`src/rtl/uart_tx_arbiter.sv`:
```
// Round-robin arbiter sharing one UART byte transmitter among N_REQ sources.
// Frames are locked to their requester; a watchdog recovers from a stuck transmitter.
module uart_tx_arbiter #(
  parameter int N_REQ   = 4,
  parameter int GAP_CYC = 16,
  parameter int TO_CYC  = 60000,
  localparam int IDW    = $clog2(N_REQ)
) (
  input  logic               clk,
  input  logic               rst_n,
  input  logic [N_REQ-1:0]   req_valid,
  input  logic [8*N_REQ-1:0] req_data,
  input  logic [N_REQ-1:0]   req_last,
  output logic [N_REQ-1:0]   req_ready,
  output logic               tx_send_en,
  output logic [7:0]         tx_data,
  input  logic               tx_done,
  output logic               busy,
  output logic [IDW-1:0]     grant_id,
  output logic               err_timeout
);

  localparam int GAPN = (GAP_CYC == 0) ? 1 : GAP_CYC;
  localparam logic [15:0] GAP_LAST = 16'(GAPN - 1);
  localparam logic [15:0] TO_LAST  = 16'(TO_CYC - 1);

  typedef enum logic [1:0] {IDLE, LOAD, WAIT, GAP} state_e;

  state_e         state_q, state_d;
  logic [IDW-1:0] grantId_q, grantId_d;
  logic [IDW-1:0] rrPtr_q, rrPtr_d;
  logic           lock_q, lock_d;
  logic [15:0]    timer_q, timer_d;
  logic [15:0]    gapCnt_q, gapCnt_d;
  logic [7:0]     txData_q, txData_d;
  logic           sendEn_q, sendEn_d;
  logic           err_q, err_d;

  logic           found;
  logic [IDW-1:0] winner;
  int             idx;
  logic [7:0]     reqByte [N_REQ];

  for (genvar g = 0; g < N_REQ; g++) begin : g_bytes
    assign reqByte[g] = req_data[8*g +: 8];
  end

  // Scan starts just after the last winner so every requester gets a turn.
  always_comb begin
    found  = 1'b0;
    winner = '0;
    idx    = 0;
    for (int k = 1; k <= N_REQ; k++) begin
      idx = int'(rrPtr_q) + k;
      if (idx >= N_REQ) idx = idx - N_REQ;
      if (!found && req_valid[IDW'(idx)]) begin
        found  = 1'b1;
        winner = IDW'(idx);
      end
    end
  end

  always_comb begin
    state_d   = state_q;
    grantId_d = grantId_q;
    rrPtr_d   = rrPtr_q;
    lock_d    = lock_q;
    timer_d   = timer_q;
    gapCnt_d  = gapCnt_q;
    txData_d  = txData_q;
    sendEn_d  = 1'b0;
    err_d     = 1'b0;
    case (state_q)
      IDLE: begin
        if (found) begin
          grantId_d = winner;
          rrPtr_d   = winner;
          timer_d   = '0;
          state_d   = LOAD;
        end
      end
      LOAD: begin
        if (req_valid[grantId_q]) begin
          txData_d = reqByte[grantId_q];
          lock_d   = ~req_last[grantId_q];
          sendEn_d = 1'b1;
          timer_d  = '0;
          state_d  = WAIT;
        end else if (timer_q == TO_LAST) begin
          err_d    = 1'b1;
          lock_d   = 1'b0;
          gapCnt_d = '0;
          state_d  = GAP;
        end else begin
          timer_d = timer_q + 16'd1;
        end
      end
      WAIT: begin
        timer_d = timer_q + 16'd1;
        // A completion arriving on the expiry cycle still counts as success.
        if (tx_done) begin
          gapCnt_d = '0;
          state_d  = GAP;
        end else if (timer_q == TO_LAST) begin
          err_d    = 1'b1;
          lock_d   = 1'b0;
          gapCnt_d = '0;
          state_d  = GAP;
        end
      end
      GAP: begin
        gapCnt_d = gapCnt_q + 16'd1;
        if (gapCnt_q == GAP_LAST) begin
          if (lock_q) begin
            timer_d = '0;
            state_d = LOAD;
          end else begin
            state_d = IDLE;
          end
        end
      end
      default: state_d = IDLE;
    endcase
  end

  always_ff @(posedge clk or negedge rst_n) begin
    if (!rst_n) begin
      state_q   <= IDLE;
      grantId_q <= '0;
      rrPtr_q   <= IDW'(N_REQ - 1);
      lock_q    <= 1'b0;
      timer_q   <= '0;
      gapCnt_q  <= '0;
      txData_q  <= '0;
      sendEn_q  <= 1'b0;
      err_q     <= 1'b0;
    end else begin
      state_q   <= state_d;
      grantId_q <= grantId_d;
      rrPtr_q   <= rrPtr_d;
      lock_q    <= lock_d;
      timer_q   <= timer_d;
      gapCnt_q  <= gapCnt_d;
      txData_q  <= txData_d;
      sendEn_q  <= sendEn_d;
      err_q     <= err_d;
    end
  end

  always_comb begin
    req_ready = '0;
    if (state_q == LOAD) req_ready[grantId_q] = 1'b1;
  end

  assign tx_send_en  = sendEn_q;
  assign tx_data     = txData_q;
  assign busy        = (state_q != IDLE);
  assign grant_id    = grantId_q;
  assign err_timeout = err_q;

endmodule

```
`config.mk`:
```
export PLATFORM = sky130hd
export DESIGN_NAME = uart_tx_arbiter
export DESIGN_NICKNAME = d
export VERILOG_FILES = /design/src/rtl/uart_tx_arbiter.sv
export SDC_FILE = /design/constraint.sdc
export NUM_CORES = 1
export LEC_CHECK = 0
export CELL_PAD_IN_SITES_DETAIL_PLACEMENT = 2
export CELL_PAD_IN_SITES_GLOBAL_PLACEMENT = 2
export CORE_ASPECT_RATIO = 0.9
export CORE_MARGIN = 3
export CORE_UTILIZATION = 35
export DETAILED_ROUTE_END_ITERATION = 16
export GPL_ROUTABILITY_DRIVEN = 1
export PLACE_DENSITY_LB_ADDON = 0.1
export SETUP_SLACK_MARGIN = 0.1
export SLEW_MARGIN = 20
export SYNTH_ARGS = -nofsm -noshare
export SYNTH_HDL_FRONTEND = slang
export SYNTH_SLANG_ARGS = --single-unit
```
`constraint.sdc`:
```
create_clock -name clk -period 6.05 [get_ports clk]
set_input_delay 1.21 -clock clk [delete_from_list [all_inputs] [get_ports clk]]
set_output_delay 1.21 -clock clk [all_outputs]
set_load 0.005 [all_outputs]
```
# After elaboration in Yosys (flattened, before gate mapping)
# Index checks and enable logic that the tools add are counted.
# W data, S select, Z words.
# totals
in_bits,43
regBits,49
word_cells,121
out_inout_bits,17
# op_classes
order_cmp,11
muxes,61
n_addsub,10
bitwise,2
n_eq_ne,11
reduce_logical,17
# ops
op,n
$mux W16,8
$pmux W16 S4,1
$pmux W16 S3,1
$add A16 B1 Y16 const B,2
$mux W2,13
$mux W1,24
$bmux W8 S2,1
$eq A16 B16 Y1 const B,1
$eq A16 B4 Y1 const B,1
$lt A2 B4 Y1 const B,4
$mux W8,2
$bmux W1 S2,6
$ge A3 B3 Y1 const B,4
$ne A2 B2 Y1 const B,5
$reduce_and A2 Y1,5
$pmux W2 S4,1
$sub A2 B1 Y2 const B,4
$add A2 B2 Y3 const B,2
$add A2 B3 Y4 const B,1
$eq A2 B2 Y1 const B,2
$ge A4 B3 Y1 const B,1
$logic_and A1 B1 Y1,4
$mux W4,1
$pmux W1 S2,2
13 further kinds,16

# Logic depth before layout (Yosys ltp)
# Gate-level depths: netlist of the first run.
# logic_depth
word_depth,18
depth_mapped,8

# Worst setup path after synthesis of the first run
# Ideal clock, no wire load.
# synth_path
path_kind,input to register
startpoint,in req_valid[2]
endpoint,reg timer_q[3]
cell_stages,6
t_arrival_ps,2662
setup_time_ps,138
n_path_buf,1
required_ps,5912
slack_ps,3250
cell_sequence,mux2i_1 a222oi_1 buf_2 nor2_1 o21ai_0 o31ai_4
# synth_between
elab_chain_len,15
word_cells_on_any_way,29
cone_classes,2 x eq/ne; 20 x mux; 7 x reduce/logical
# synth_rtl
item,line_no,source
"start, declared",11,"input logic [N_REQ-1:0] req_valid,"
$bmux W1 S2,56,if (!found && req_valid[IDW'(idx)]) begin
$mux W1 (implied by the code) (2 in a row),56,
$mux W1,56,
$logic_not A1 Y1,56,
$logic_and A1 B1 Y1,56,
$mux W1,56,
$logic_not A1 Y1,56,
$logic_and A1 B1 Y1,56,
$mux W1,56,
$logic_not A1 Y1,56,
$logic_and A1 B1 Y1,56,
$mux W1,56,
$ne A2 B2 Y1 (no line),--,
$reduce_and A4 Y1 (no line),--,
"end signal, assigned",142,timer_q <= timer_d;
"end, declared",33,"logic [15:0] timer_q, timer_d;"
# Several ways; a longest one is shown, not always the timed one. The select of a mux whose other input is x is not followed.
# A chain may end at the register's enable or synchronous reset.

# Final worst setup path of the first run
# layout_path
startpoint,in req_valid[3]
endpoint,reg gapCnt_q[9]
# layout_between
elab_chain_len,4
# layout_rtl
item,line_no,source
$bmux W1 S2,83,if (req_valid[grantId_q]) begin
$mux W1 (implied by the code),83,
$ne A2 B2 Y1 (no line),--,
$reduce_and A2 Y1 (no line),--,
"end signal, assigned",143,gapCnt_q <= gapCnt_d;
"end, declared",34,"logic [15:0] gapCnt_q, gapCnt_d;"
# No other way between the ends. The select of a mux whose other input is x is not followed.

==> summary.md, run 1 <==
| Metric | Value |
|---|---|
| Core ar. | `8650 sq um` |
| Syn Area/Cell | `10.1 sq um` |
| Final Skew | `0.00789 ns` |
| Final Hold Violating Endpoints | `0` |
| Final Wtd Congestion | `0.772` |
| Mux cell area share after synthesis | `0.110` |
| Initial antenna violation count | `0` |
| Worst vdd ir | `0.206 mV` |
| Setup_tns | `0 ns` |
| First-pass GRT wire length | `15.7 mm` |
| Ys async rst share | `1.00` |
| DRT Pass-1 Iters | `4` |
| Cts repair resizes | `0` |
| Placed inst area | `3810 sq um` |
| Critical Path Start Type | `input pin` |
| Fin area | `3890 sq um` |
| Synth Instances | `310` |
| Final cell count without fillers | `486` |
| Routed vias | `2,763` |
| Share of layout cells above drive strength 1 | `0.134` |
| Number of synthesized flops with an enable pin | `0` |
| Nets | `416` |
| CTS tree | `done` |
| Multi-input combinational cell area | `1790 sq um` |
| Synth Area in Adders | `0.0279` |
| DR WL/cell | `19.3 um` |
| Arrival time at the worst endpoint | `3.78 ns` |
| Endpoint type of the worst setup path | `register` |
| Clock slew at reported path FFs | `0.10 ns` |
| Worst endpoint required time | `6.28 ns` |
| Synthesized Nets | `360` |
| Most frequent cells in the layout | `clkdlybuf4s50_1, dfrtp_1, nand2_1` |
| I/O pin count | `60` |
| ANT cells | `0` |
| # hold bufs at CTS | `0` |
| Top_reg_cell synth | `dfrtp_1` |
| Clk sinks | `49` |
| DP HPWL | `7.07 mm` |
| Area of the mapped netlist | `3130 sq um` |
| GRT Total Usage | `0.194` |
| Port Buffers | `59` |
| Commonest non-fill, non-tap cell in the layout | `clkdlybuf4s50_1` |
| Simple-gate share of the synthesized area | `0.200` |
| Hold Path Class | `reg -> reg` |
| Final setup vio count | `0` |
| Sequential fraction of the synthesis area | `0.392` |
| Max-cap violations | `0` |
| Crit path time final | `3.54 ns` |
| Tcrit/Tclk final | `0.585` |
| Seq cells post-synth | `49` |
| Fin. max-slew vios | `0` |
| Yosys warns | `0` |
| Critical setup path kind | `in -> reg` |
| Max FO, Critical Path | `13` |
| Num rows | `32` |
| CTS root buffer | `clkbuf_8` |
| Worst slew pin tran | `0.936 ns` |
| Final ANT Viol Nets | `0` |
| Highest routed layer | `met4` |
| Synth-to-layout area growth | `24.3%` |
| Max clock buf depth | `2` |
| Detailed-route DRC error count | `0` |
| Fmax | `0.282 GHz` |
| Die Height | `95.8 um` |
| # H-tree levels | `2` |
| DIE AREA | `10,100 sq um` |
| Vias per cell | `5.69` |
| Post-CTS Repair Setup Buffers | `0` |
| M1 wire length | `4.28 mm` |
| Reg2reg setup slack | `2.96 ns` |
| Clk_lat worst skew | `0.31 ns` |
| Final Hold Slack | `0.503 ns` |
| Netlist cell types | `59` |
| Status | `complete, no violations` |
| RSZ-0062 raised after global routing | `no` |
| Slew HR | `0.370` |
| Die W | `106 um` |
| Grt ovf | `0` |
| CTS Buf Count | `5` |
| Post-synthesis xor/xnor area fraction | `0` |
| Initial Utilization | `0.362` |
| PwrDens | `344 nW/um^2` |
| DR iter-0 viols | `80` |
| Leakage power | `1.52 nW` |
| Largest family of logic cells by synthesized area | `compound AO/OA/AOI/OAI gates` |
| Vias in the first global route | `3,010` |
| Met2 Wirelength | `4.87 mm` |
| Filler cell count | `942` |
| Reg area | `1230 sq um` |
| Cell Count Post-Placement | `478` |
| Compound-Gate Fraction of Synth Area | `0.234` |
| Pin count of the biggest net entering global routing | `50` |
| Met3 WL | `181 um` |
| Final WL | `9.40 mm` |
## critical path, stage by stage
cell	delay [ns]
clkdlybuf4s50_1	0.50
mux4_2	0.57
and2_1	0.35
nor3_2	0.73
a41oi_1	0.23
a31oi_1	0.19
## stage by stage
stage / power, mW / setup slack, ns / utilization
global placement: 1.13 / 2.24 / 0.441
CTS: 1.37 / 2.52 / 0.450
floorplan: 0.907 / 3.25 / -
detailed placement: 1.16 / 2.21 / 0.441
finish: 1.34 / 2.51 / 0.450
global route: 1.44 / 2.29 / 0.450
## Yosys cell counts, types with 3 or more instances
library cell / instances / area (sq um)
inv_1: 9 / 33.8
a21o_1: 4 / 30.0
and3_1: 7 / 43.8
nor4_1: 7 / 43.8
or4_1: 3 / 22.5
nand4b_1: 4 / 35.0
mux4_2: 10 / 225
o21ai_2: 5 / 43.8
o31ai_4: 4 / 85.1
o21ai_1: 5 / 25.0
nand3_1: 17 / 85.1
o21ai_0: 24 / 120
o31ai_1: 5 / 37.5
nor2_1: 18 / 67.6
a21oi_1: 14 / 70.1
clkbuf_1: 4 / 15.0
mux2_2: 8 / 90.1
nor2b_1: 5 / 31.3
dfrtp_1: 47 / 1180
a31oi_1: 12 / 75.1
buf_2: 5 / 25.0
mux2i_1: 3 / 30.0
nand2b_1: 7 / 43.8
and2_1: 6 / 37.5
ha_1: 7 / 87.6
nand2_1: 26 / 97.6
a41oi_1: 5 / 43.8
## final cells by class
cell class | count | area share
repair buffers | 62 | 0.156
clock buffers | 6 | 0.0186
well taps | 119 | 0.0382
multi-input cells | 239 | 0.460
inverters | 9 | 0.00867
clock inverters | 2 | 0.00257
flip-flops and latches | 49 | 0.315
## kinds of logic after synthesis
kind of cell | after synthesis
adder cells (fa/ha/maj) | 7
buffers and inverters | 22
flip-flops | 49
AND/OR/NAND/NOR | 114
AO/OA/AOI/OAI | 97
multiplexers | 21
## report_power, final
| group | switching, mW | internal (mW) | total [mW] |
|---|---|---|---|
| clock network | 0.120 | 0.0807 | 0.201 |
| registers | 0.0932 | 0.397 | 0.490 |
| logic | 0.311 | 0.338 | 0.649 |
| total | 0.525 | 0.815 | 1.34 |
## path summary, 6_finish.rpt
check | from | endpoint | cells after the start
hold / removal | gapCnt_q[14] | gapCnt_q[14] | 1
min in group asynchronous | rst_n | gapCnt_q[6] | 2
hold reg to reg | gapCnt_q[14] | gapCnt_q[14] | 1
max in group asynchronous | rst_n | lock_q | 2
setup reg to reg | grant_id[0] | gapCnt_q[9] | 5
setup / recovery | req_valid[3] | gapCnt_q[9] | 6
## metal layers
| metal | track usage | vias up |
|---|---|---|
| met5 | 0 | - |
| met4 | 0.0356 | 0 |
| met3 | 0.0235 | 7 |
| met2 | 0.351 | 30 |
| met1 | 0.255 | 1420 |
| li1 | - | 1306 |
## state kept, by name (all words and copies together), names as in the netlist
name and count:
gapCnt_q 16, timer_q 16, tx_data 8, grant_id 2
rrPtr_q 2, state_q 2, err_timeout 1, lock_q 1
tx_send_en 1
Note: power is estimated with default switching activity, not from simulation.
==> inputs of run 2 (changes only) <==
- CORE_UTILIZATION: 35 -> 33
- clock period: 6.05 -> 3.6 ns (I/O delays scaled with it)
==> summary.md, run 2 (same netlist as run 1, synthesis figures left out) <==
| Metric | Value |
|---|---|
| Status | `complete, no violations` |
| DR WL/cell | `19.6 um (+1.6%)` |
| Initial Utilization | `0.342 (-0.0205)` |
| First-pass GRT wire length | `15.9 mm (+1.2%)` |
| Final Hold Violating Endpoints | `0 (unchanged)` |
| Hold Path Class | `in -> async` |
| Filler cell count | `1,015 (+7.7%)` |
| Cts repair resizes | `0 (unchanged)` |
| Max FO, Critical Path | `9 (-4)` |
| CP cell instances | `inv_1 > ha_1 > nor2b_1 > and2_1 > clkdlybuf4s50_1` |
| Worst endpoint required time | `2.88 ns (-3.40 ns)` |
| Die Height | `98.5 um (+2.8%)` |
| DP Worst Slack | `0.575 ns (-1.64 ns)` |
| Placed inst area | `3850 sq um (+0.89%)` |
| Min setup slack post-route | `0.854 ns (-1.65 ns)` |
| Fin. max-slew vios | `0 (unchanged)` |
| Most frequent cells in the layout | `clkdlybuf4s50_1, dfrtp_1, nand2_1` |
| Fmax | `0.364 GHz` |
| Port Buffers | `59 (unchanged)` |
| CP peak stage delay | `0.50 ns (-0.23 ns)` |
| CTS root buffer | `clkbuf_8` |
| Num rows | `33 (+3.1%)` |
| Worst slew pin tran | `1.01 ns (+0.0762 ns)` |
| Max-cap violations | `0 (unchanged)` |
| Die W | `109 um (+2.8%)` |
| CTS tree | `done` |
| CTS Buf Count | `5 (unchanged)` |
| Synth-to-layout area growth | `26.4%` |
| I/O pin count | `60 (unchanged)` |
| Endpoint type of the worst setup path | `primary output` |
| Max clock buf depth | `2 (unchanged)` |
| Final WL | `9.68 mm (+3.1%)` |
| Leakage power | `1.55 nW (+2.2%)` |
| # H-tree levels | `2 (unchanged)` |
| Final Wtd Congestion | `0.768 (-0.49%)` |
| DIE AREA | `10,700 sq um (+5.7%)` |
| Initial antenna violation count | `0 (unchanged)` |
| Vias per cell | `5.70 (+0.26%)` |
| Tcrit/Tclk final | `0.763` |
| Setup_tns | `0 ns (unchanged)` |
| Final setup vio count | `0 (unchanged)` |
| DR iter-0 viols | `95 (+19%)` |
| # hold bufs at CTS | `0 (unchanged)` |
| Detailed-route DRC error count | `0 (unchanged)` |
| Clock slew at reported path FFs | `0.10 ns (about the same)` |
| Critical Path Start Type | `register` |
| Critical setup path kind | `reg -> out` |
| Final ANT Viol Nets | `0 (unchanged)` |
| Routed vias | `2,810 (+1.7%)` |
| Commonest non-fill, non-tap cell in the layout | `clkdlybuf4s50_1` |
| Vias in the first global route | `3,018 (+0.27%)` |
| Final Skew | `0.0112 ns (+0.00334 ns)` |
| Arrival time at the worst endpoint | `2.03 ns (-1.75 ns)` |
| Nets | `420 (+0.96%)` |
| Core ar. | `9170 sq um (+6.0%)` |
| GRT Total Usage | `0.189 (-0.00533)` |
| Crit-path slowest cell | `clkdlybuf4s50_1` |
| DRT Pass-1 Iters | `4 (unchanged)` |
| Share of layout cells above drive strength 1 | `0.143 (+0.00934)` |
| ANT cells | `0 (unchanged)` |
| Clk sinks | `49 (unchanged)` |
| Slew HR | `0.319 (-0.0513)` |
| Fin area | `3960 sq um (+1.7%)` |
| RSZ-0062 raised after global routing | `no` |
| Crit path time final | `2.75 ns` |
| Worst vdd ir | `0.326 mV (+58%)` |
| PwrDens | `596 nW/um^2 (+73%)` |
| Clk_lat worst skew | `0.31 ns (about the same)` |
| Grt ovf | `0 (unchanged)` |
| Pin count of the biggest net entering global routing | `33 (-34%)` |
| DP HPWL | `7.31 mm (+3.4%)` |
| Post-CTS Repair Setup Buffers | `0 (unchanged)` |
-- run 2: worst max-delay path, delay by kind of cell (launching register included) --
kind / cells / cell delay, ns
adder cells (fa/ha/maj): 1 / 0.32
buffers and inverters: 2 / 0.61
flip-flops: 1 / 0.43
AND/OR/NAND/NOR: 2 / 0.37
-- run 2: path summary, 6_finish.rpt --
path / start / to / slack [ns] / cells after the start
min in group clk: tx_data[0] / tx_data[0] / 0.52 / 1
min reg2reg: tx_data[0] / tx_data[0] / 0.52 / 1
max reg2reg: timer_q[9] / timer_q[5] / 0.92 / 5
max in group asynchronous: rst_n / timer_q[12] / 2.36 / 2
min: rst_n / tx_data[3] / 0.49 / 1
max: state_q[1] / req_ready[2] / 0.85 / 5
-- run 2: report_power, final --
part / switching, mW / internal, mW
clock network: 0.198 / 0.227
registers: 0.0954 / 0.668
logic: 0.595 / 0.580
total: 0.888 / 1.48
-- run 2: metrics by stage --
step | power (mW) | instances | hold WS [ns] | util
after floorplan | 1.52 | 310 | 0.424 | -
after global placement | 1.93 | 485 | 0.492 | 0.420
final | 2.36 | 493 | 0.487 | 0.432
after detailed placement | 1.97 | 485 | 0.500 | 0.420
after global routing | 2.54 | 493 | 0.532 | 0.432
after CTS | 2.41 | 493 | 0.512 | 0.432
-- run 2: final cells by class --
class | instances | area [sq um] | share of cell area
clock buffers | 7 | 86.3 | 0.0218
clock inverters | 1 | 30.0 | 0.00758
inverters | 9 | 33.8 | 0.00853
multi-input cells | 239 | 1790 | 0.452
flip-flops and latches | 49 | 1230 | 0.310
well taps | 122 | 153 | 0.0385
repair buffers | 66 | 638 | 0.161
-- run 2: metal layers --
metal | vias to the layer above | track usage | share of wire
met2 | 29 | 0.331 | 0.52
met4 | 0 | 0.0388 | 0.012
met1 | 1462 | 0.249 | 0.45
met3 | 9 | 0.0255 | 0.019
li1 | 1310 | - | -
met5 | - | 0 | 0
